`src/rtl/dma_cfg_pkg.sv`:
```
// ---------------------------------------------------------------------------
// dma_cfg_pkg
// Shared definitions for the DMA configuration scheduler:
//   state_e          - scheduler FSM encoding (IDLE/ISSUE/WAIT/DONE)
//   DIR_S2MM/MM2S    - normalised transfer-direction codes
//   DEFAULT_TIMEOUT  - default WAIT-state watchdog limit in cycles
//   norm_dir()       - folds a raw requester direction onto S2MM/MM2S
// ---------------------------------------------------------------------------
package dma_cfg_pkg;

    typedef enum logic [1:0] {
        ST_IDLE  = 2'd0,
        ST_ISSUE = 2'd1,
        ST_WAIT  = 2'd2,
        ST_DONE  = 2'd3
    } state_e;

    localparam logic [1:0] DIR_S2MM = 2'b01;
    localparam logic [1:0] DIR_MM2S = 2'b10;

    localparam int DEFAULT_TIMEOUT = 1024;

    // Only 2'b01 means S2MM; every other code is treated as MM2S, so the
    // engine only ever sees one of the two legal values.
    function automatic logic [1:0] norm_dir(input logic [1:0] d);
        return (d == DIR_S2MM) ? DIR_S2MM : DIR_MM2S;
    endfunction

endpackage

```
`src/rtl/dma_cfg_scheduler_if.sv`:
```
// ---------------------------------------------------------------------------
// dma_cfg_scheduler_if
// Bundles the requester-side job bus and the configuration-engine bus.
//   REQ_*  : per-requester job request (valid/fields in, ready/done/err out),
//            packed arrays with requester 0 at the LSBs
//   CFG_*  : start pulse plus latched job fields to the engine, finish back
// Modports:
//   master - the scheduler
//   slave  - the requesters and the configuration engine
// ---------------------------------------------------------------------------
interface dma_cfg_scheduler_if #(
    parameter int N_REQ  = 4,
    parameter int ADDR_W = 32,
    parameter int DATA_W = 32
);
    import dma_cfg_pkg::*;

    logic [N_REQ-1:0]             REQ_VALID;
    logic [N_REQ-1:0]             REQ_READY;
    logic [N_REQ-1:0][ADDR_W-1:0] REQ_REG_BASE;
    logic [N_REQ-1:0][ADDR_W-1:0] REQ_BUFFER_BASE;
    logic [N_REQ-1:0][1:0]        REQ_DIRECTION;
    logic [N_REQ-1:0][DATA_W-1:0] REQ_LEN;
    logic [N_REQ-1:0]             REQ_DONE;
    logic [N_REQ-1:0]             REQ_ERR;

    logic                         CFG_START;
    logic                         CFG_FINISH;
    logic [ADDR_W-1:0]            CFG_REG_BASE;
    logic [ADDR_W-1:0]            CFG_BUFFER_BASE;
    logic [1:0]                   CFG_DIRECTION;
    logic [DATA_W-1:0]            CFG_TRANSFER_LEN;

    modport master (
        input  REQ_VALID, REQ_REG_BASE, REQ_BUFFER_BASE, REQ_DIRECTION,
               REQ_LEN, CFG_FINISH,
        output REQ_READY, REQ_DONE, REQ_ERR, CFG_START, CFG_REG_BASE,
               CFG_BUFFER_BASE, CFG_DIRECTION, CFG_TRANSFER_LEN
    );

    modport slave (
        output REQ_VALID, REQ_REG_BASE, REQ_BUFFER_BASE, REQ_DIRECTION,
               REQ_LEN, CFG_FINISH,
        input  REQ_READY, REQ_DONE, REQ_ERR, CFG_START, CFG_REG_BASE,
               CFG_BUFFER_BASE, CFG_DIRECTION, CFG_TRANSFER_LEN
    );

endinterface

```
`src/rtl/rr_arbiter.sv`:
```
// ---------------------------------------------------------------------------
// rr_arbiter
// Combinational round-robin pick among N_REQ requesters.
//   req        in  N_REQ  request vector
//   last_grant in  IW     previously served requester
//   en         in  1      arbitration allowed this cycle
//   gnt_idx    out IW     chosen requester (0 when none)
//   gnt_vld    out 1      a requester was chosen
// Search starts at last_grant+1 and wraps modulo N_REQ, so the most
// recently served requester has the lowest priority.
// ---------------------------------------------------------------------------
module rr_arbiter #(
    parameter  int N_REQ = 4,
    localparam int IW    = (N_REQ > 1) ? $clog2(N_REQ) : 1
) (
    input  logic [N_REQ-1:0] req,
    input  logic [IW-1:0]    last_grant,
    input  logic             en,
    output logic [IW-1:0]    gnt_idx,
    output logic             gnt_vld
);

    always_comb begin
        int k;
        k       = 0;
        gnt_idx = '0;
        gnt_vld = 1'b0;
        for (int i = 1; i <= N_REQ; i++) begin
            k = (int'(last_grant) + i) % N_REQ;
            if (en && !gnt_vld && req[k[IW-1:0]]) begin
                gnt_idx = k[IW-1:0];
                gnt_vld = 1'b1;
            end
        end
    end

endmodule

```
`src/rtl/dma_cfg_scheduler.sv`:
```
// ---------------------------------------------------------------------------
// dma_cfg_scheduler
// Arbitrates DMA configuration jobs from N_REQ requesters and hands one at a
// time to a shared register-configuration engine.
// Ports:
//   M_AXI_ACLK    in   clock
//   M_AXI_ARESET  in   synchronous active-high reset
//   bus           ---  dma_cfg_scheduler_if.master (REQ_* job bus, CFG_* engine bus)
//   BUSY          out  high whenever the FSM is not in IDLE
//   GRANT_ID      out  index of the current / last granted requester
// Flow: IDLE (grant, REQ_READY) -> ISSUE (CFG_START) -> WAIT (CFG_FINISH or
// watchdog) -> DONE (REQ_DONE) -> IDLE. Zero-length jobs are rejected
// straight from IDLE with REQ_ERR.
// ---------------------------------------------------------------------------
module dma_cfg_scheduler
    import dma_cfg_pkg::*;
#(
    parameter  int N_REQ            = 4,
    parameter  int M_AXI_ADDR_WIDTH = 32,
    parameter  int M_AXI_DATA_WIDTH = 32,
    parameter  int TIMEOUT_CYCLES   = DEFAULT_TIMEOUT,  // must be >= 2
    localparam int IW               = (N_REQ > 1) ? $clog2(N_REQ) : 1
) (
    input  logic                M_AXI_ACLK,
    input  logic                M_AXI_ARESET,
    dma_cfg_scheduler_if.master bus,
    output logic                BUSY,
    output logic [IW-1:0]       GRANT_ID
);

    localparam int CW = $clog2(TIMEOUT_CYCLES);

    state_e                        state;
    logic [IW-1:0]                 last_grant;
    logic [IW-1:0]                 grant_id;
    logic [CW-1:0]                 wd_cnt;
    logic                          busy_q;
    logic                          cfg_start_q;
    logic [N_REQ-1:0]              done_q;
    logic [N_REQ-1:0]              err_q;
    logic [M_AXI_ADDR_WIDTH-1:0]   cfg_reg_base_q;
    logic [M_AXI_ADDR_WIDTH-1:0]   cfg_buf_base_q;
    logic [1:0]                    cfg_dir_q;
    logic [M_AXI_DATA_WIDTH-1:0]   cfg_len_q;

    logic                          arb_en;
    logic                          arb_vld;
    logic [IW-1:0]                 arb_idx;
    logic [N_REQ-1:0]              ready;

    // Arbitration is only live in IDLE, and is masked during reset so that
    // the combinational REQ_READY is also 0 while reset is asserted.
    assign arb_en = (state == ST_IDLE) && !M_AXI_ARESET;

    rr_arbiter #(
        .N_REQ      (N_REQ)
    ) u_arb (
        .req        (bus.REQ_VALID),
        .last_grant (last_grant),
        .en         (arb_en),
        .gnt_idx    (arb_idx),
        .gnt_vld    (arb_vld)
    );

    // REQ_READY is the handshake for the grant itself, so it is asserted in
    // the same cycle the requester wins; that is what gives a 1-cycle
    // request-to-CFG_START latency.
    always_comb begin
        ready = '0;
        if (arb_vld) ready[arb_idx] = 1'b1;
    end

    always_ff @(posedge M_AXI_ACLK) begin
        if (M_AXI_ARESET) begin
            state          <= ST_IDLE;
            last_grant     <= IW'(N_REQ - 1);
            grant_id       <= '0;
            wd_cnt         <= '0;
            busy_q         <= 1'b0;
            cfg_start_q    <= 1'b0;
            done_q         <= '0;
            err_q          <= '0;
            cfg_reg_base_q <= '0;
            cfg_buf_base_q <= '0;
            cfg_dir_q      <= '0;
            cfg_len_q      <= '0;
        end else begin
            // Pulse outputs default low every cycle.
            cfg_start_q <= 1'b0;
            done_q      <= '0;
            err_q       <= '0;

            case (state)
                ST_IDLE: begin
                    if (arb_vld) begin
                        grant_id       <= arb_idx;
                        cfg_reg_base_q <= bus.REQ_REG_BASE[arb_idx];
                        cfg_buf_base_q <= bus.REQ_BUFFER_BASE[arb_idx];
                        cfg_dir_q      <= norm_dir(bus.REQ_DIRECTION[arb_idx]);
                        cfg_len_q      <= bus.REQ_LEN[arb_idx];
                        if (bus.REQ_LEN[arb_idx] == '0) begin
                            // Rejected without touching the engine; the
                            // pointer still advances so the requester does
                            // not starve the others by retrying.
                            err_q[arb_idx] <= 1'b1;
                            last_grant     <= arb_idx;
                        end else begin
                            state       <= ST_ISSUE;
                            busy_q      <= 1'b1;
                            cfg_start_q <= 1'b1;
                        end
                    end
                end

                ST_ISSUE: begin
                    state  <= ST_WAIT;
                    wd_cnt <= '0;
                end

                ST_WAIT: begin
                    // Finish is checked first so it wins over a timeout
                    // landing in the same cycle.
                    if (bus.CFG_FINISH) begin
                        state            <= ST_DONE;
                        done_q[grant_id] <= 1'b1;
                    end else if (wd_cnt == CW'(TIMEOUT_CYCLES - 1)) begin
                        state           <= ST_IDLE;
                        busy_q          <= 1'b0;
                        err_q[grant_id] <= 1'b1;
                        last_grant      <= grant_id;
                    end else begin
                        wd_cnt <= wd_cnt + 1'b1;
                    end
                end

                ST_DONE: begin
                    state      <= ST_IDLE;
                    busy_q     <= 1'b0;
                    last_grant <= grant_id;
                end

                default: begin
                    state  <= ST_IDLE;
                    busy_q <= 1'b0;
                end
            endcase
        end
    end

    assign bus.REQ_READY        = ready;
    assign bus.REQ_DONE         = done_q;
    assign bus.REQ_ERR          = err_q;
    assign bus.CFG_START        = cfg_start_q;
    assign bus.CFG_REG_BASE     = cfg_reg_base_q;
    assign bus.CFG_BUFFER_BASE  = cfg_buf_base_q;
    assign bus.CFG_DIRECTION    = cfg_dir_q;
    assign bus.CFG_TRANSFER_LEN = cfg_len_q;
    assign BUSY                 = busy_q;
    assign GRANT_ID             = grant_id;

endmodule

```
`src/flat_wrapper.sv`:
```
// flat-port wrapper written by rule: the top's interface ports become plain ports
module dma_cfg_scheduler_flat import dma_cfg_pkg::*;
#(
    parameter  int N_REQ            = 4,
    parameter  int M_AXI_ADDR_WIDTH = 32,
    parameter  int M_AXI_DATA_WIDTH = 32,
    parameter  int TIMEOUT_CYCLES   = DEFAULT_TIMEOUT,                 
    localparam int IW               = (N_REQ > 1) ? $clog2(N_REQ) : 1
)
  (M_AXI_ACLK, M_AXI_ARESET, BUSY, GRANT_ID, bus_REQ_VALID, bus_REQ_REG_BASE, bus_REQ_BUFFER_BASE, bus_REQ_DIRECTION, bus_REQ_LEN, bus_CFG_FINISH, bus_REQ_READY, bus_REQ_DONE, bus_REQ_ERR, bus_CFG_START, bus_CFG_REG_BASE, bus_CFG_BUFFER_BASE, bus_CFG_DIRECTION, bus_CFG_TRANSFER_LEN);
  dma_cfg_scheduler_if #(.N_REQ(N_REQ), .ADDR_W(32), .DATA_W(32)) bus_i ();
  input  logic M_AXI_ACLK;
  input  logic M_AXI_ARESET;
  output logic BUSY;
  output logic [IW-1:0] GRANT_ID;
  input wire logic [$bits(bus_i.REQ_VALID)-1:0] bus_REQ_VALID;
  input wire logic [$bits(bus_i.REQ_REG_BASE)-1:0] bus_REQ_REG_BASE;
  input wire logic [$bits(bus_i.REQ_BUFFER_BASE)-1:0] bus_REQ_BUFFER_BASE;
  input wire logic [$bits(bus_i.REQ_DIRECTION)-1:0] bus_REQ_DIRECTION;
  input wire logic [$bits(bus_i.REQ_LEN)-1:0] bus_REQ_LEN;
  input wire logic [$bits(bus_i.CFG_FINISH)-1:0] bus_CFG_FINISH;
  output wire logic [$bits(bus_i.REQ_READY)-1:0] bus_REQ_READY;
  output wire logic [$bits(bus_i.REQ_DONE)-1:0] bus_REQ_DONE;
  output wire logic [$bits(bus_i.REQ_ERR)-1:0] bus_REQ_ERR;
  output wire logic [$bits(bus_i.CFG_START)-1:0] bus_CFG_START;
  output wire logic [$bits(bus_i.CFG_REG_BASE)-1:0] bus_CFG_REG_BASE;
  output wire logic [$bits(bus_i.CFG_BUFFER_BASE)-1:0] bus_CFG_BUFFER_BASE;
  output wire logic [$bits(bus_i.CFG_DIRECTION)-1:0] bus_CFG_DIRECTION;
  output wire logic [$bits(bus_i.CFG_TRANSFER_LEN)-1:0] bus_CFG_TRANSFER_LEN;
  assign bus_i.REQ_VALID = bus_REQ_VALID;
  assign bus_i.REQ_REG_BASE = bus_REQ_REG_BASE;
  assign bus_i.REQ_BUFFER_BASE = bus_REQ_BUFFER_BASE;
  assign bus_i.REQ_DIRECTION = bus_REQ_DIRECTION;
  assign bus_i.REQ_LEN = bus_REQ_LEN;
  assign bus_i.CFG_FINISH = bus_CFG_FINISH;
  assign bus_REQ_READY = bus_i.REQ_READY;
  assign bus_REQ_DONE = bus_i.REQ_DONE;
  assign bus_REQ_ERR = bus_i.REQ_ERR;
  assign bus_CFG_START = bus_i.CFG_START;
  assign bus_CFG_REG_BASE = bus_i.CFG_REG_BASE;
  assign bus_CFG_BUFFER_BASE = bus_i.CFG_BUFFER_BASE;
  assign bus_CFG_DIRECTION = bus_i.CFG_DIRECTION;
  assign bus_CFG_TRANSFER_LEN = bus_i.CFG_TRANSFER_LEN;
  dma_cfg_scheduler #(.N_REQ(N_REQ), .M_AXI_ADDR_WIDTH(M_AXI_ADDR_WIDTH), .M_AXI_DATA_WIDTH(M_AXI_DATA_WIDTH), .TIMEOUT_CYCLES(TIMEOUT_CYCLES)) u_core (.M_AXI_ACLK(M_AXI_ACLK), .M_AXI_ARESET(M_AXI_ARESET), .bus(bus_i), .BUSY(BUSY), .GRANT_ID(GRANT_ID));
endmodule
```
`config.mk`:
```
export PLATFORM = sky130hd
export DESIGN_NAME = dma_cfg_scheduler_flat
export DESIGN_NICKNAME = d
export VERILOG_FILES = /design/src/rtl/dma_cfg_pkg.sv /design/src/rtl/dma_cfg_scheduler_if.sv /design/src/rtl/rr_arbiter.sv /design/src/rtl/dma_cfg_scheduler.sv /design/src/flat_wrapper.sv
export SDC_FILE = /design/constraint.sdc
export NUM_CORES = 1
export LEC_CHECK = 0
export CAP_MARGIN = 30
export CORE_AREA = 2 2 201 203
export CTS_CLUSTER_DIAMETER = 60
export DETAILED_ROUTE_END_ITERATION = 10
export DIE_AREA = 0 0 203 205
export PLACE_DENSITY = 0.6
export SLEW_MARGIN = 20
export SYNTH_ARGS = -nofsm -noshare
export SYNTH_HDL_FRONTEND = slang
export SYNTH_SLANG_ARGS = --single-unit
```
`constraint.sdc`:
```
create_clock -name M_AXI_ACLK -period 6.8 [get_ports M_AXI_ACLK]
set_clock_uncertainty 0.2 [all_clocks]
set_input_delay 2.04 -clock M_AXI_ACLK [delete_from_list [all_inputs] [get_ports M_AXI_ACLK]]
set_output_delay 2.04 -clock M_AXI_ACLK [all_outputs]
set_load 0.05 [all_outputs]
```
## Yosys cells after proc, flatten, opt, wreduce, memory -nomap -nowiden

Cells that the tools add are included.

| operators by class | value |
|---|---|
| add/sub/neg operators | 5 |
| $lt $le $gt $ge | 8 |
| equal/unequal tests | 12 |
| muxes and demuxes | 54 |
| bitwise logic cells | 4 |
| reduce and logical (&&, ||, !) cells | 25 |

Operators by type and width:

| operator | number |
|---|---|
| $bmux W32 S2 | 3 |
| $mux W32 | 3 |
| $logic_not A32 Y1 | 1 |
| $mux W2 | 14 |
| $mux W10 | 2 |
| $mux W4 | 5 |
| $pmux W10 S2 | 1 |
| $lt A2 B3 Y1 const B | 6 |
| $mux W1 | 15 |
| $add A10 B1 Y10 const B | 1 |
| $eq A10 B10 Y1 const B | 1 |
| $logic_and A1 B1 Y1 | 10 |
| $reduce_and A5 Y1 | 2 |
| $bmux W1 S2 | 4 |
| $ne A2 B2 Y1 const B | 4 |
| $pmux W2 S4 | 1 |
| $pmux W4 S2 | 1 |
| $pmux W2 S3 | 1 |
| $reduce_and A3 Y1 | 2 |
| $reduce_or A3 Y1 | 2 |
| $add A2 B1 Y2 const B | 2 |
| $add A2 B2 Y2 const B | 2 |
| $bmux W2 S2 | 1 |
| $demux W1 S2 | 2 |
| 12 further kinds | 22 |

| storage, ports and cells | value |
|---|---|
| register bits after elaboration | 124 |
| input port bits | 399 |
| output and inout bits | 114 |

## Logic depth before layout (Yosys ltp)

| depth | value |
|---|---|
| depth after elaboration | 24 |
| depth in mapped cells | 10 |
| mapped depth without buffers | 8 |

## Cells and area by module

From an unflattened synthesis, not the netlist that was laid out.

| second synthesis, totals | value |
|---|---|
| cells, all modules | 725 |
| area total of the unflattened synthesis | 7025.5 um2 |

By module, submodules not included:

| module | instances | cells each | area an instance (um2) | seq. area each (um2) |
|---|---|---|---|---|
| dma_cfg_scheduler | 1 | 708 | 6900.4 | 2482.4 |
| rr_arbiter | 1 | 17 | 125.1 | 0.0 |

## Worst setup path after synthesis

Ideal clock, no wire load.

| timing path | value |
|---|---|
| kind | input to output |
| start | input port bus_REQ_VALID[1] |
| end | output port bus_REQ_READY[0] |
| arrival time | 3.855 ns |
| data required time | 4.560 ns |
| path slack | 0.705 ns |
| cell stages on the path | 6 |
| cell sequence | or4b_1 -> o311ai_1 -> a21oi_1 -> buf_2 -> clkbuf_1 -> nor2_1 |

| on the way | value |
|---|---|
| cells in the longest elaborated chain, start to end | 21 |
| elaborated cells between the ends (all ways) | 32 |

RTL lines:

| what | line | source |
|---|---|---|
| from (decl) | flat_wrapper.sv:16 | `input wire logic [$bits(bus_i.REQ_VALID)-1:0] bus_REQ_VALID;` |
| $bmux W1 S2 | rr_arbiter.sv:30 | `if (en && !gnt_vld && req[k[IW-1:0]]) begin` |
| $mux W1 (not written as such) | rr_arbiter.sv:30 |  |
| $logic_and A1 B1 Y1 | rr_arbiter.sv:30 |  |
| $mux W1 | rr_arbiter.sv:30 |  |
| $logic_not A1 Y1 | rr_arbiter.sv:30 |  |
| $logic_and A1 B1 Y1 (2 in series) | rr_arbiter.sv:30 |  |
| $mux W1 | rr_arbiter.sv:30 |  |
| $logic_not A1 Y1 | rr_arbiter.sv:30 |  |
| (+3 left out) | - |  |
| $logic_not A1 Y1 | rr_arbiter.sv:30 |  |
| $logic_and A1 B1 Y1 (2 in series) | rr_arbiter.sv:30 |  |
| $mux W2 | rr_arbiter.sv:30 |  |
| $lt A2 B3 Y1 (not written as such) or $ge A2 B1 Y1 (tied branches) | dma_cfg_scheduler.sv:70 | `if (arb_vld) ready[arb_idx] = 1'b1;` |
| $logic_and A1 B1 Y1 (not written as such) | dma_cfg_scheduler.sv:70 |  |
| $mux W1 (not written as such) | dma_cfg_scheduler.sv:70 |  |
| $demux W1 S2 | - |  |
| $mux W4 * | dma_cfg_scheduler.sv:70 |  |
| to (decl) | flat_wrapper.sv:22 | `output wire logic [$bits(bus_i.REQ_READY)-1:0] bus_REQ_READY;` |

Mark *: on every way between the ends. The rest lies on a longest branch, timed or not. The select of a mux whose other input is x is not followed.

## Final worst setup path

| timing path | value |
|---|---|
| start | input port bus_REQ_VALID[0] |
| end | output port bus_REQ_READY[1] |

The elaborated chain is that of the path after synthesis.

==> flow_summary.json <==
{
  "outcome": "complete, no violations",
  "layout-drive-gt1-share_pct": 3.57,
  "clock.fmax_ghz": 0.162,
  "post-route-util_pct": 35.7,
  "min_to": "u_core.bus.CFG_TRANSFER_LEN[10]$_SDFFE_PP0P_",
  "dpl.hpwl_mm": 30.0,
  "drt-total-wl_mm": 40.3,
  "tightestPinTransition_ns": 0.959,
  "clk_pin_slew_worst_paths_ns": 0.06,
  "holdCritStartpoint": "u_core.bus.CFG_TRANSFER_LEN[10]$_SDFFE_PP0P_",
  "ys.flop_type": "dfxtp_1",
  "cts_max_level": 4,
  "wl_met3_mm": 3.39,
  "finalCritPeriodShare_pct": 91.0,
  "final-hold-violation-count": 0,
  "setup_slack_ns": 0.613,
  "slew_headroom_pct": 36.0,
  "preCtsSetupSlack_ns": 0.607,
  "cts_hold_buf": 0,
  "rsz0062_at_grt": "false",
  "yosys_warnings": 0,
  "netlist.area_leader.share_pct": 31.4,
  "synth_cell_types": 48,
  "arrival_ns": 3.95,
  "wl_met1_mm": 16.9,
  "vias_per_cell": 4.69,
  "critPathLaunch": "bus_REQ_VALID[0]",
  "top_layer": "met5",
  "regToRegSetupSlack_ns": 3.17,
  "cap_violations": 0,
  "num-fill-cells": 4230,
  "grt_pass1_vias": 10400,
  "r2r_cells": 9,
  "die_w_um": 203,
  "seq_area_um2": 2480,
  "wl_per_cell_um": 17.8,
  "grt_start_max_net_pins": 107,
  "cts.path.max_buffers": 2,
  "clk_latency_ns": 0.44,
  "synth_area_per_cell_um2": 6.16,
  "crit_fanout": 14,
  "synth_seq_area_share_pct": 31.4,
  "portBuffers": 512,
  "grt-ovfl-total": 0,
  "cts.sinks": 124,
  "synth_edf_count": 0,
  "final_net_count": 2125,
  "end_kind": "primary output",
  "synthesis.nets": 1684,
  "first_pass_iters": 5,
  "min_path_type": "reg2reg",
  "fp.coreArea_um2": 39400,
  "max-vdd-ir-drop_mv": 0.168,
  "multi_input_area_um2": 5030,
  "num_io_pins": 513,
  "drc": 0,
  "syn_inst": 1284,
  "fp-row-count": 73,
  "start_util_pct": 20.1,
  "slew_violations": 0,
  "syn_area_um2": 7910,
  "met2WireLength_mm": 18.8,
  "p_leak_nw": 5.57,
  "crit_required_ns": 4.56,
  "setup_viol": 0,
  "antenna_found_initial": 1,
  "critical_path_class": "in2out",
  "drt_iter0_markers": 708,
  "antenna_cells": 0,
  "dieArea_um2": 41600,
  "die_y_um": 205,
  "postRouteAntennaNets": 0,
  "root_buffer": "clkbuf_16",
  "syn_to_final_growth_pct": 77.6,
  "whs_path_depth": 2,
  "pwr_density_cell_nw_per_um2": 226,
  "vias": 10600,
  "yosysTopAreaCell": "dfxtp_1",
  "synthTopCellsByArea": "dfxtp_1, nand2_1, nand3_1",
  "fin_area_um2": 14000,
  "placed_area_um2": 13400,
  "async_reset_ff_share_pct": 0,
  "setup.worst_path.start_class": "input pin",
  "post_cts_buffers": 0,
  "fin_crit_ns": 6.19,
  "grt_pass1_wl_mm": 59.7,
  "cts_tree": "built",
  "synth-seq-cells": 124,
  "cts.repair.resized": 0,
  "grt_usage_pct": 18.8,
  "gp_congestion": 0.894,
  "rr_startpoint": "u_core.last_grant[1]$_SDFFE_PP1P_",
  "cts-buffers-inserted": 17,
  "reg2reg_to": "u_core.bus.CFG_REG_BASE[31]$_SDFFE_PP0P_",
  "setup_tns_ns": 0
}
## critical path: stages
cell,delay [ns]
clkdlybuf4s50_1,0.56
a21boi_0,0.13
o311ai_1,0.62
a21o_4,0.28
nor2_1,0.10
buf_4,0.20
## sequential cells by signal, summed over array words and instances, names as in the netlist, 4 cells and up
name and count:
u_core.bus.CFG_BUFFER_BASE 32, u_core.bus.CFG_TRANSFER_LEN 32, u_core.bus.REQ_ERR 4, u_core.bus.REQ_DONE 4
u_core.bus.CFG_REG_BASE 32, u_core.wd_cnt 10
## synth_stat cells (4+ instances only)
library cell and count:
nand4_1 8, nor4_1 24, nor3_1 14, buf_2 24
nand2_1 493, or3_1 4, mux2i_1 6, nand3_1 294
nand3b_1 58, buf_1 11, xor2_1 4, xnor2_1 4
nor2_1 38, a21oi_1 53, nor3b_1 5, inv_1 6
a31oi_1 5, clkbuf_1 67, nand2b_1 5, dfxtp_1 124
## layout make-up
| class | count | share of cell area (%) |
|---|---|---|
| Sequential cell | 124 | 17.7 |
| Multi-Input combinational cell | 1051 | 35.8 |
| Timing Repair Buffer | 525 | 37.4 |
| Clock buffer | 17 | 3.03 |
| Clock inverter | 15 | 1.26 |
| Inverter | 6 | 0.160 |
| Tap cell | 525 | 4.68 |
## placed cells by master (no fill, tap or decap), types with 8 or more instances in the layout
master and count:
nor4_1 24, nor2_1 38, nand2_1 492, nand3_1 293
nor3_1 14, dfxtp_1 124, clkdlybuf4s50_1 507, nand3b_1 58
buf_4 15, a21oi_1 51, clkbuf_16 17, nand4_1 8
## worst max-delay path by stage
stage | to | slack [ns]
6_report | bus_REQ_READY[1] | 0.61
4_1_cts | bus_REQ_READY[2] | 0.56
5_1_grt | bus_REQ_READY[2] | 0.45
3_5_place_dp | bus_REQ_READY[2] | 0.61
3_3_place_gp | bus_REQ_READY[2] | 0.60
2_1_floorplan | bus_REQ_READY[0] | 0.70
## report_power, final
part	internal, mW	leakage, nW	switching [mW]
clock	0.554	0.299	0.408
combinational	0.522	4.25	0.807
sequential	0.826	1.02	0.0612
## cells by family (layout without fill, tap and decap cells)
logic type | after synthesis | count (layout) | share of synthesized area (%)
flip-flops | 124 | 124 | 31.4
adder cells (fa/ha/maj) | 1 | 1 | 0.158
buffers and inverters | 109 | 563 | 5.65
multiplexers | 8 | 8 | 1.04
AND/OR/NAND/NOR | 953 | 953 | 54.8
AO/OA/AOI/OAI | 81 | 81 | 6.03
XOR/XNOR | 8 | 8 | 0.886
## layer usage
layer | track usage [%] | vias to the layer above
met5 | 0 | -
met3 | 5.30 | 61
met2 | 31.6 | 497
met4 | 7.69 | 2
met1 | 22.5 | 4832
li1 | - | 5227
## metrics by stage
stage	hold WS (ns)	power, mW	cells
2_1_floorplan	0.271	1.64	1284
3_3_place_gp	0.243	2.23	2231
3_5_place_dp	0.249	2.24	2231
4_1_cts	0.257	3.23	2263
5_1_grt	0.270	3.35	2263
6_report	0.256	3.18	2263
Note: power is estimated with default switching activity, not from simulation.
